$ cat src/rtl/serializer_pkg.sv
// Definitions shared by the serializer and deserializer: default widths,
// the collector state encoding and the bit-count type.
package serializer_pkg;

  localparam int DEF_DATA_BUS_WIDTH = 16;
  localparam int DEF_DATA_MOD_WIDTH = $clog2(DEF_DATA_BUS_WIDTH);

  typedef enum logic {
    IDLE  = 1'b0,
    SHIFT = 1'b1
  } state_t;

  typedef logic [DEF_DATA_MOD_WIDTH-1:0] mod_t;

endpackage

$ cat src/rtl/deser_out_buf.sv
// One-entry valid/ready holding register; a new word loads when empty or draining.
// Under backpressure a new word is dropped, the held word is kept and ovf_o pulses.
module deser_out_buf #(
  parameter int WIDTH = 20
) (
  input  logic             clk_i,
  input  logic             arst_ni,
  input  logic             in_vld_i,
  input  logic [WIDTH-1:0] in_dat_i,
  output logic             out_vld_o,
  output logic [WIDTH-1:0] out_dat_o,
  input  logic             out_rdy_i,
  output logic             ovf_o
);

  logic             vld_q, vld_d;
  logic [WIDTH-1:0] dat_q, dat_d;
  logic             ovf_q, ovf_d;
  logic             load;

  always_comb begin
    load  = in_vld_i && (!vld_q || out_rdy_i);
    vld_d = vld_q;
    dat_d = dat_q;
    ovf_d = in_vld_i && vld_q && !out_rdy_i;
    if (load) begin
      vld_d = 1'b1;
      dat_d = in_dat_i;
    end else if (out_rdy_i) begin
      vld_d = 1'b0;
    end
  end

  always_ff @(posedge clk_i or negedge arst_ni) begin
    if (!arst_ni) begin
      vld_q <= 1'b0;
      dat_q <= '0;
      ovf_q <= 1'b0;
    end else begin
      vld_q <= vld_d;
      dat_q <= dat_d;
      ovf_q <= ovf_d;
    end
  end

  assign out_vld_o = vld_q;
  assign out_dat_o = dat_q;
  assign ovf_o     = ovf_q;

endmodule

$ cat src/rtl/deserializer.sv
// Collects an MSB-first serial stream into words closed by a full count or a valid drop,
// then hands them to a one-entry holding register with overflow reporting.
module deserializer #(
  parameter int DATA_BUS_WIDTH = serializer_pkg::DEF_DATA_BUS_WIDTH,
  parameter int DATA_MOD_WIDTH = serializer_pkg::DEF_DATA_MOD_WIDTH
) (
  input  logic                      clk_i,
  input  logic                      arst_ni,
  input  logic                      ser_data_i,
  input  logic                      ser_data_val_i,
  output logic [DATA_BUS_WIDTH-1:0] deser_data_o,
  output logic [DATA_MOD_WIDTH-1:0] deser_mod_o,
  output logic                      deser_data_val_o,
  input  logic                      deser_ready_i,
  output logic                      overflow_o
);

  import serializer_pkg::*;

  localparam int            CW       = DATA_MOD_WIDTH + 1;
  localparam logic [CW-1:0] LAST_CNT = CW'(DATA_BUS_WIDTH - 1);

  state_t                    state_q, state_d;
  logic [CW-1:0]             cnt_q, cnt_d;
  logic [DATA_BUS_WIDTH-1:0] shift_q, shift_d, shift_fill;
  logic                      close;
  logic [DATA_BUS_WIDTH-1:0] close_dat;
  logic [DATA_MOD_WIDTH-1:0] close_mod;

  always_comb begin
    state_d    = state_q;
    cnt_d      = cnt_q;
    shift_d    = shift_q;
    close      = 1'b0;
    close_dat  = shift_q;
    close_mod  = cnt_q[DATA_MOD_WIDTH-1:0];
    // Bit k lands at position W-1-k; unfilled positions stay zero.
    shift_fill = shift_q | ({ser_data_i, {(DATA_BUS_WIDTH-1){1'b0}}} >> cnt_q);
    if (ser_data_val_i) begin
      if (cnt_q == LAST_CNT) begin
        close     = 1'b1;
        close_dat = shift_fill;
        close_mod = '0;
        cnt_d     = '0;
        shift_d   = '0;
      end else begin
        cnt_d   = cnt_q + 1'b1;
        shift_d = shift_fill;
      end
    end else if (cnt_q != '0) begin
      close   = 1'b1;
      cnt_d   = '0;
      shift_d = '0;
    end

    case (state_q)
      IDLE:    if (ser_data_val_i) state_d = SHIFT;
      SHIFT:   if (close && !ser_data_val_i) state_d = IDLE;
      default: state_d = IDLE;
    endcase
  end

  always_ff @(posedge clk_i or negedge arst_ni) begin
    if (!arst_ni) begin
      state_q <= IDLE;
      cnt_q   <= '0;
      shift_q <= '0;
    end else begin
      state_q <= state_d;
      cnt_q   <= cnt_d;
      shift_q <= shift_d;
    end
  end

  deser_out_buf #(
    .WIDTH(DATA_MOD_WIDTH + DATA_BUS_WIDTH)
  ) u_out_buf (
    .clk_i     (clk_i),
    .arst_ni   (arst_ni),
    .in_vld_i  (close),
    .in_dat_i  ({close_mod, close_dat}),
    .out_vld_o (deser_data_val_o),
    .out_dat_o ({deser_mod_o, deser_data_o}),
    .out_rdy_i (deser_ready_i),
    .ovf_o     (overflow_o)
  );

endmodule

$ cat config.mk
export PLATFORM = sky130hd
export DESIGN_NAME = deserializer
export DESIGN_NICKNAME = d
export VERILOG_FILES = /design/src/rtl/serializer_pkg.sv /design/src/rtl/deser_out_buf.sv /design/src/rtl/deserializer.sv
export SDC_FILE = /design/constraint.sdc
export NUM_CORES = 1
export LEC_CHECK = 0
export ABC_AREA = 1
export ABC_CLOCK_PERIOD_IN_PS = 3600
export CORE_MARGIN = 4
export CORE_UTILIZATION = 35
export DETAILED_ROUTE_END_ITERATION = 16
export PLACE_DENSITY_LB_ADDON = 0.08
export SLEW_MARGIN = 20
export SYNTH_ARGS = -nofsm -noshare
export SYNTH_HDL_FRONTEND = slang
export SYNTH_SLANG_ARGS = --single-unit
$ cat constraint.sdc
create_clock -name clk_i -period 3.6 [get_ports clk_i]
set_input_delay 0.72 -clock clk_i [delete_from_list [all_inputs] [get_ports clk_i]]
set_output_delay 0.72 -clock clk_i [all_outputs]
set_load 0.03 [all_outputs]
# ---- After elaboration in Yosys (flattened, before gate mapping)
# Cells that the tools add are included.
dict set report totals {
  output_inout_bits 22
  ff_bits 43
  in_bits 5
  word_cells 33
}
dict set report op_classes {
  muxes 15
  bitwise_logic 1
  n_eq_ne 1
  reduce_logical 9
  n_shift 1
  add_sub_neg 1
}
# op count
set ops {}
lappend ops {{$mux W16} 5}
lappend ops {{$or A16 B16 Y16} 1}
lappend ops {{$shr A16 B5 Y16} 1}
lappend ops {{$mux W5} 3}
lappend ops {{$mux W4} 2}
lappend ops {{$add A5 B1 Y5 const B} 1}
lappend ops {{$eq A5 B4 Y1 const B} 1}
lappend ops {{$mux W1} 5}
lappend ops {{$reduce_bool A5 Y1} 1}
lappend ops {{$reduce_bool A2 Y1} 2}
lappend ops {{$logic_and A1 B1 Y1} 3}
lappend ops {{$logic_not A1 Y1} 2}
lappend ops {{$logic_or A1 B1 Y1} 1}

# ---- Longest topological paths before layout
# Gate-level depths: netlist of run 1.
dict set report depth {
  ltp_word 5
  depth_mapped 10
  ltp_nobuf 9
}

# ---- Cells and area by module
# A second synthesis of run 1 with hierarchy kept.
dict set report unflattened {
  hier_cells 246
  area_unflattened_um2 2075.7
}
# module instances area_per_inst_um2 cells_per_inst
set modules_own_cells {}
lappend modules_own_cells {deserializer 1 1199.9 152}
lappend modules_own_cells {deser_out_buf 1 875.8 94}

# ---- Least setup slack after synthesis of run 1
# OpenSTA, ideal clock, no wires.
dict set report synth_timing {
  path_kind {input to register}
  startpoint {input ser_data_val_i}
  endpoint {register u_out_buf.dat_q[13], in the netlist u_out_buf.out_dat_o[13]}
  arrival_ns 1.390
  path_buffers 1
  required_ns 3.483
  slack_ns 2.094
  path_stages 7
  setup_ns 0.117
  path_cell_list {nor2_1 nand3_1 nand3_4 inv_4 buf_6 nand2_1 nand2_1}
}
dict set report synth_between {
  elab_chain_cells 2
  elab_cells_between_ends 3
  cone_classes {mux (2); reduce/logical (1)}
}
# item line_no
set synth_lines {}
lappend synth_lines {{from (decl)} deserializer.sv:10} ;# input logic ser_data_val_i,
lappend synth_lines {{$mux W1} deserializer.sv:39} ;# if (ser_data_val_i) begin
lappend synth_lines {{$logic_and A1 B1 Y1} deser_out_buf.sv:22} ;# load = in_vld_i && (!vld_q || out_rdy_i);
lappend synth_lines {{to (signal assigned)} deser_out_buf.sv:41} ;# dat_q <= dat_d;
lappend synth_lines {{to (decl)} deser_out_buf.sv:17} ;# logic [WIDTH-1:0] dat_q, dat_d;
# Several ways; a longest one is shown, not always the timed one.
# A chain may end at the register's enable or synchronous reset.

# ---- Final worst setup path of run 1
dict set report layout_timing {
  startpoint {input ser_data_val_i}
  endpoint {register u_out_buf.dat_q[2], in the netlist u_out_buf.out_dat_o[2]}
}
# Same word-level chain as after synthesis.

==> impl_metrics.ini, run 1 <==
[run_status]
outcome = finished, final reports clean

[route]
drt_iter0_markers = 60
routed-wl-met3_um = 164
ant_nets = 0
route.met2.wl_um = 1690
first_pass_iters = 4
routedWlPerCell_um = 12.5
vias = 1443
drc_errors = 0
vias_per_cell = 4.61
wl_um = 3910
wl_met1_um = 2010
highest_layer = met4

[timing]
skew_ns = 0.00607
fmax_mhz = 470
maxSlewViolCount = 0
slew_headroom_pct = 73.7
final-setup-viol-count = 0
rsz0062_at_grt = no
setup_slack_ns = 1.47
finalHoldViolations = 0
tightestPinTransition_ns = 0.395
post-route-min-period_ns = 2.13
setup_tns_ns = 0
fin_crit_sh_pct = 59.1

[finish]
drive_above_1_share_pct = 8.23
layout.nets = 249
diodes = 0
final_core_util_pct = 45.0
fin_cells = 313
syn2layout_area_growth_pct = 23.0

[global_route]
grt_pass1_vias = 1446
grt_usage_pct = 13.8
antenna_found_initial = 0
grt_overflow_total = 0
grt_pass1_wl_um = 6960
grt_max_degree = 44

[worst_setup_path]
rr_startpoint = cnt_q[1]$_DFFE_PN0P_
path_class = in -> reg
crit_required_ns = 3.84
worstSetupStartpointType = primary input
cp-end-kind = flop
reg2reg_depth = 7
rr_endpoint = u_out_buf.out_dat_o[2]$_DFFE_PN0P_
arrival_ns = 2.36
cp-startpoint = ser_data_val_i
crit_path_end = u_out_buf.out_dat_o[2]$_DFFE_PN0P_
rrSetupSlack_ns = 1.76
crit_fanout = 25

[synth]
ys_top_cells_by_area = dfrtp_1 57%, nand2_1 19%, nand3_1 4.0%
syn_inst = 214
syn-cell-area_mm2 = 0.00188
synth_cell_types = 23
ys_ff_latch = 43
syn_area_per_cell_um2 = 8.78
ys_top_cells_by_count = 94 x nand2_1, 43 x dfrtp_1, 15 x nand3_1, 12 x inv_1, 12 x o21ai_0
yosysWarnings = 0
synth_top_area_cell = dfrtp_1
async_flop_share_pct = 100
synth_edf_count = 0
synth_ff_type = dfrtp_1
yosysSeqAreaShare_pct = 57.3
synth.most_common_cell = nand2_1
synth_top_area_share_pct = 57.3
synth.net_count = 221

[clock_tree]
cts_resized = 0
cts_tree = done
htree_levels = 2
cts_setup_buffers = 0
cts_sinks = 43
cts_hold_buf = 0
cts_root_buf = clkbuf_8
cts_made_buffers = 5
clk_pin_slew_ns = 0.09
clock_path_buffers = 2
clock_latency_ns = 0.30

[power_and_ir_drop]
fin_total_pwr_mw = 1.33
power.density_mw_per_mm2 = 576
max-vdd-ir-drop_uv = 245
leakagePower_nw = 1.17

[floorplanning]
core_mm2 = 0.00514
start_util_pct = 36.6
die_h_um = 81.3
dieArea_mm2 = 0.00661
ioPinCount = 27
num_rows = 26
dieWidth_um = 81.3

[placement]
finalWeightedCongestion = 0.812
io_buffers = 26
place_hpwl_um = 2740
pre_cts_slack_ns = 1.16
dp_cells = 304

[worst_hold_path]
worstHoldPathType = in -> async

[run]
drv_cap = 0
per-stage QoR:
stage / area, um2 / hold slack, ns
6_report: 2310 / 0.323
5_1_grt: 2310 / 0.343
4_1_cts: 2290 / 0.477
3_5_place_dp: 2170 / 0.456
3_3_place_gp: 2170 / 0.454
2_1_floorplan: 1880 / 0.424
worst min-delay path by stage:
| stage | startpoint | endpoint | depth (start not counted) |
|---|---|---|---|
| 3_5_place_dp | shift_q[14]$_DFFE_PN0P_ | u_out_buf.out_dat_o[14]$_DFFE_PN0P_ | 2 |
| 2_1_floorplan | arst_ni | cnt_q[0]$_DFFE_PN0P_ | 0 |
| 4_1_cts | shift_q[14]$_DFFE_PN0P_ | u_out_buf.out_dat_o[14]$_DFFE_PN0P_ | 2 |
| 3_3_place_gp | shift_q[14]$_DFFE_PN0P_ | u_out_buf.out_dat_o[14]$_DFFE_PN0P_ | 2 |
| 6_report | arst_ni | u_out_buf.out_dat_o[9]$_DFFE_PN0P_ | 1 |
| 5_1_grt | arst_ni | u_out_buf.out_dat_o[9]$_DFFE_PN0P_ | 1 |
critical path, cell delays in order:
cell and delay, ns:
clkdlybuf4s50_1 0.64, nor2_1 0.07, nand3_1 0.21, nand3_4 0.30, inv_4 0.26, nand2_1 0.09
nand2_1 0.06
routing by layer:
metal  up-vias  GRT usage, %
li1        731             -
met1       680          18.9
met5         -             0
met4         0          4.05
met3         5          3.55
met2        27          21.4
report_power, final:
part           switching (mW)  internal [mW]
clock                   0.170          0.225
sequential             0.0525          0.547
combinational           0.221          0.119
layout by cell type, fill, tap and decap left out, types with 2 or more instances in the layout:
cell type and count:
dfrtp_1 43, nand2_1 94, inv_1 12, clkbuf_8 6, ha_1 2, or2_2 2, nand4_1 4, nor3_1 2
nand2_4 2, nand3_1 15, o21ai_1 4, clkdlybuf4s50_1 25, o21ai_0 12, nor2_1 8
cells by family after synthesis:
| family | synth area share [%] |
|---|---|
| and+or+nand+nor | 31.0 |
| AOI/OAI and AO/OA | 4.93 |
| DFF | 57.3 |
| adders and majority gates | 1.33 |
| buffers and inverters | 5.46 |
final cells by class:
cell class | count | area (um2)
Clock buffer | 6 | 82.6
Inverter | 14 | 55.1
Clock inverter | 2 | 35.0
Multi-Input combinational cell | 151 | 701
Tap cell | 70 | 87.6
Fill cell | 553 | 2830
Timing Repair Buffer | 27 | 275
Sequential cell | 43 | 1080
sequential cells by signal (all words and copies together), names as in the netlist:
signal               cells
cnt_q                    5
shift_q                 16
u_out_buf.out_dat_o     20
u_out_buf.out_vld_o      1
u_out_buf.ovf_o          1
(Power assumes the default switching activity.)
==> run 2: changes to the inputs <==
ABC_CLOCK_PERIOD_IN_PS = 2230   (was 3600)
clock period = 2.23 ns   (was 3.6 ns; I/O delays follow)
==> impl_metrics.ini, run 2 (same netlist as run 1, synthesis figures left out) <==
[placement]
place_hpwl_um = 2830
io_buffers = 26
placed_area_mm2 = 0.00222
dp_cells = 307
finalWeightedCongestion = 0.744

[global_route]
grt_usage_pct = 14.0
grt_max_degree = 44
grt_overflow_total = 0
grt_pass1_vias = 1484
antenna_found_initial = 0
grt_pass1_wl_um = 7040

[run_status]
outcome = finished, final reports clean

[clock_tree]
cts_root_buf = clkbuf_8
htree_levels = 2
cts_made_buffers = 5
cts_setup_buffers = 0
clk_pin_slew_ns = 0.09
cts_hold_buf = 0
cts_sinks = 43
clock_latency_ns = 0.30
cts_resized = 0
clock_path_buffers = 2
cts_tree = done

[worst_setup_path]
path_class = reg -> out
critPathTopFamily = buffers and inverters
arrival_ns = 1.35
crit_required_ns = 1.78
crit_fanout = 2
slowest_stage = clkdlybuf4s50_1
critPathBufInv = 1
path_cells = clkdlybuf4s50_1
cp-end-kind = output port
worstSetupStartpointType = flop
slowest_delay_ns = 0.68

[route]
drt_iter0_markers = 80
vias = 1454
first_pass_iters = 4
drc_errors = 0
routedWlPerCell_um = 12.9
vias_per_cell = 4.62
wl_um = 4050
ant_nets = 0

[floorplanning]
start_util_pct = 36.6
num_rows = 26
core_mm2 = 0.00514
dieWidth_um = 81.3
ioPinCount = 27
dieArea_mm2 = 0.00661
die_h_um = 81.3

[worst_hold_path]
worstHoldPathType = in -> async

[finish]
largest_reg_flops = 20
drive_above_1_share_pct = 8.98
fin_cells = 315
diodes = 0
syn2layout_area_growth_pct = 25.5
final_common_cell = nand2_1
stdcell_area_mm2 = 0.00236
layout.nets = 251
fillers = 557
layout_common_cells = 94 x nand2_1, 43 x dfrtp_1, 25 x clkdlybuf4s50_1

[timing]
finalHoldViolations = 0
holdWs_ns = 0.109
tightestPinTransition_ns = 0.367
slew_headroom_pct = 75.4
rsz0062_at_grt = no
maxSlewViolCount = 0
post-route-min-period_ns = 1.80
setup_tns_ns = 0
final-setup-viol-count = 0
fmax_mhz = 557
fin_crit_sh_pct = 80.6
skew_ns = 0.00639

[power_and_ir_drop]
fin_total_pwr_mw = 2.27
max-vdd-ir-drop_uv = 352
leakagePower_nw = 1.19
power.density_mw_per_mm2 = 960

[run]
drv_cap = 0
-- run 2: changes by cell type in the layout (fill, tap and decap cells not counted) --
cell        before  now
buf_4            0    1
clkinvlp_4       0    1
clkbuf_8         6    5
bufinv_16        1    2
clkinv_2         1    0
buf_12           1    2
-- run 2: path summary, 6_finish.rpt --
path	startpoint	to	slack, ns	cells after the start
setup / recovery	u_out_buf.out_dat_o[17]$_DFFE_PN0P_	deser_mod_o[1]	0.43	1
hold / removal	arst_ni	u_out_buf.out_dat_o[6]$_DFFE_PN0P_	0.11	2
setup reg to reg	cnt_q[1]$_DFFE_PN0P_	u_out_buf.out_dat_o[8]$_DFFE_PN0P_	0.49	7
hold reg to reg	shift_q[7]$_DFFE_PN0P_	u_out_buf.out_dat_o[7]$_DFFE_PN0P_	0.47	2
max in group asynchronous	arst_ni	cnt_q[3]$_DFFE_PN0P_	1.91	2
min in group clk_i	shift_q[7]$_DFFE_PN0P_	u_out_buf.out_dat_o[7]$_DFFE_PN0P_	0.47	2
-- run 2: cell type report --
cell class,count,area (um2),area share (%)
Inverter,14,55.1,2.33
Clock inverter,3,67.6,2.86
Clock buffer,5,68.8,2.92
Tap cell,70,87.6,3.71
Timing Repair Buffer,29,303,12.8
Multi-Input combinational cell,151,701,29.7
Sequential cell,43,1080,45.6
-- run 2: routing by layer --
metal / track usage, % / up-vias / routed length, um
met3: 4.10 / 7 / 183
li1: - / 736 / -
met4: 4.05 / 0 / 58
met1: 19.5 / 683 / 2050
met2: 21.0 / 28 / 1760
met5: 0 / - / 0
-- run 2: stage by stage --
stage | utilization, % | worst slack (ns)
CTS | 45.9 | 0.408
finish | 45.9 | 0.434
global route | 45.9 | 0.303
global placement | 43.2 | 0.399
detailed placement | 43.2 | 0.390
floorplan | - | 0.800
-- run 2: power by group --
| part | switching, mW | total [mW] | internal (mW) |
|---|---|---|---|
| clock | 0.276 | 0.723 | 0.447 |
| sequential | 0.0895 | 0.972 | 0.882 |
| combinational | 0.364 | 0.570 | 0.206 |
==> RTL edit: new RTL, flow settings as in run 1 <==
The package constant `DEF_DATA_BUS_WIDTH` goes from 16 to 32.
--- a/src/rtl/serializer_pkg.sv
+++ b/src/rtl/serializer_pkg.sv
@@ -3,5 +3,5 @@
 package serializer_pkg;
 
-  localparam int DEF_DATA_BUS_WIDTH = 16;
+  localparam int DEF_DATA_BUS_WIDTH = 32;
   localparam int DEF_DATA_MOD_WIDTH = $clog2(DEF_DATA_BUS_WIDTH);
 
Interface: changed (resized deser_data_o and deser_mod_o); port bits go from 27 to 44. The function was not compared with the original's and may differ.
==> RTL edit against run 1 <==
Core utilization fell by 1.2 points; worst setup slack lost 0.28 ns; register-to-register slack got worse by 0.53 ns; fmax down 12%; sequential share of layout area is 1.1 points higher; routed wire length increased by 96%; total power rose by 64%; design area rose by 75%; first-iteration DRC count is 67% higher; sequential cell count is 34 higher; synthesized area rose by 76%; cell count increased by 81%.
==> RTL edit: results (changes against run 1) <==
clock_tree:
  htree_num_levels: 3  # +1
  clk_latency_ns: 0.35  # +0.05 ns
  clk_transition_reported_paths_ns: 0.07  # -0.02 ns
  cts_buffers: 9  # +4
place:
  placed_cells: 550  # +81%
  place_congestion: 0.877  # +7.9%
  dpl-instance-area_um2: 3810  # +75%
  dp_hpwl_mm: 5.29  # +93%
  pre_cts_slack_ns: 0.831  # -0.326 ns
power_and_ir_drop:
  p_leak_nw: 2.09  # +79%
  comb-power_uw: 411  # +21%
  total_power_mw: 2.19  # +64%
  p_sw_uw: 655  # +48%
  power_frac_clock: 0.361  # +0.065
global_route:
  grtUsageTotal: 0.148  # +0.0105
  grt_pass1_vias: 2590  # +79%
  grt_max_degree: 78  # +77%
  grt_first_pass_wirelength_mm: 13.1  # +88%
layout:
  inv_count: 38  # +24
  num-fill-cells: 953  # +72%
  clock_area_frac: 0.0593  # +0.00847
  seq_cell_count: 77  # +79%
  multi_input_area_share: 0.284  # -0.0190
  regArea_um2: 1930  # +79%
  signal_buffers: 43  # +59%
  multi_input_cells: 263  # +74%
  bufAreaShareNonClock: 0.106  # -0.0134
  largest_register_ffs: 37  # +85%
critical_path:
  cp_slowest_stage_delay_ns: 0.53  # -0.11 ns
  worstPathArrival_ns: 2.70  # +0.34 ns
  critical_path.max_fanout: 37  # +48%
logic_synthesis:
  ys_seq_area_frac: 0.583  # +0.0101
  synth_common_cells: "nand2_1 (167), dfrtp_1 (77), inv_1 (36)"
  syn-num-nets: 398  # +80%
  synthCells: 391  # +83%
drt:
  wl_met1_mm: 3.86  # +92%
  viasPerCell: 4.56  # -1.1%
  dr_wl_met2_mm: 3.30  # +96%
  drt-total-wl_mm: 7.65  # +96%
  route.met3.wl_um: 337  # +110%
run_status:
  outcome: "complete, no violations"
sta:
  tightest_slew_ns: 0.970  # +0.576 ns
  clock_skew_ns: 0.00785  # +0.00178 ns
[RTL edit: changes by cell type in the layout (fill, tap and decap cells not counted), moves of 3 or more]
| cell | change |
|---|---|
| clkbuf_8 | +4 |
| inv_1 | +24 |
| nand3_1 | +5 |
| nand2_1 | +73 |
| dfrtp_1 | +34 |
| o21ai_0 | +5 |
| o31ai_1 | +3 |
| nor2_1 | +19 |
| o21ai_1 | -4 |
| clkdlybuf4s50_1 | +17 |
| a21oi_1 | +7 |
[RTL edit: path summary, 6_finish.rpt]
check	start	end	slack [ns]	depth (start not counted)
max reg2reg	cnt_q[1]	u_out_buf.out_dat_o[2]	1.23	8
min in group asynchronous	arst_ni	u_out_buf.out_dat_o[31]	0.51	1
min reg2reg	u_out_buf.out_dat_o[27]	u_out_buf.out_dat_o[27]	0.47	2
max in group asynchronous	arst_ni	shift_q[19]	2.45	1
max	ser_data_val_i	u_out_buf.out_dat_o[2]	1.19	10
min	u_out_buf.out_dat_o[27]	u_out_buf.out_dat_o[27]	0.47	2
[RTL edit: critical path: cells and delay by family]
kind / cells / cell delay [ns]
AND/OR/NAND/NOR: 7 / 1.08
buffers and inverters: 3 / 0.88
[RTL edit: layer usage]
metal | vias to the layer above | global-route usage
li1 | 1291 | -
met1 | 1220 | 0.211
met2 | 57 | 0.219
met3 | 13 | 0.0278
met4 | 0 | 0.0675
met5 | - | 0
[RTL edit: cells by family (layout without fill, tap and decap cells)]
family / count (synthesis) / after routing / share of synthesized area
DFF: 77 / 77 / 0.583
and+or+nand+nor: 228 / 228 / 0.284
adders and majority gates: 2 / 2 / 0.00757
AOI/OAI and AO/OA: 31 / 31 / 0.0511
buffers and inverters: 51 / 97 / 0.0696
xor gates and xnor gates: 2 / 2 / 0.00530
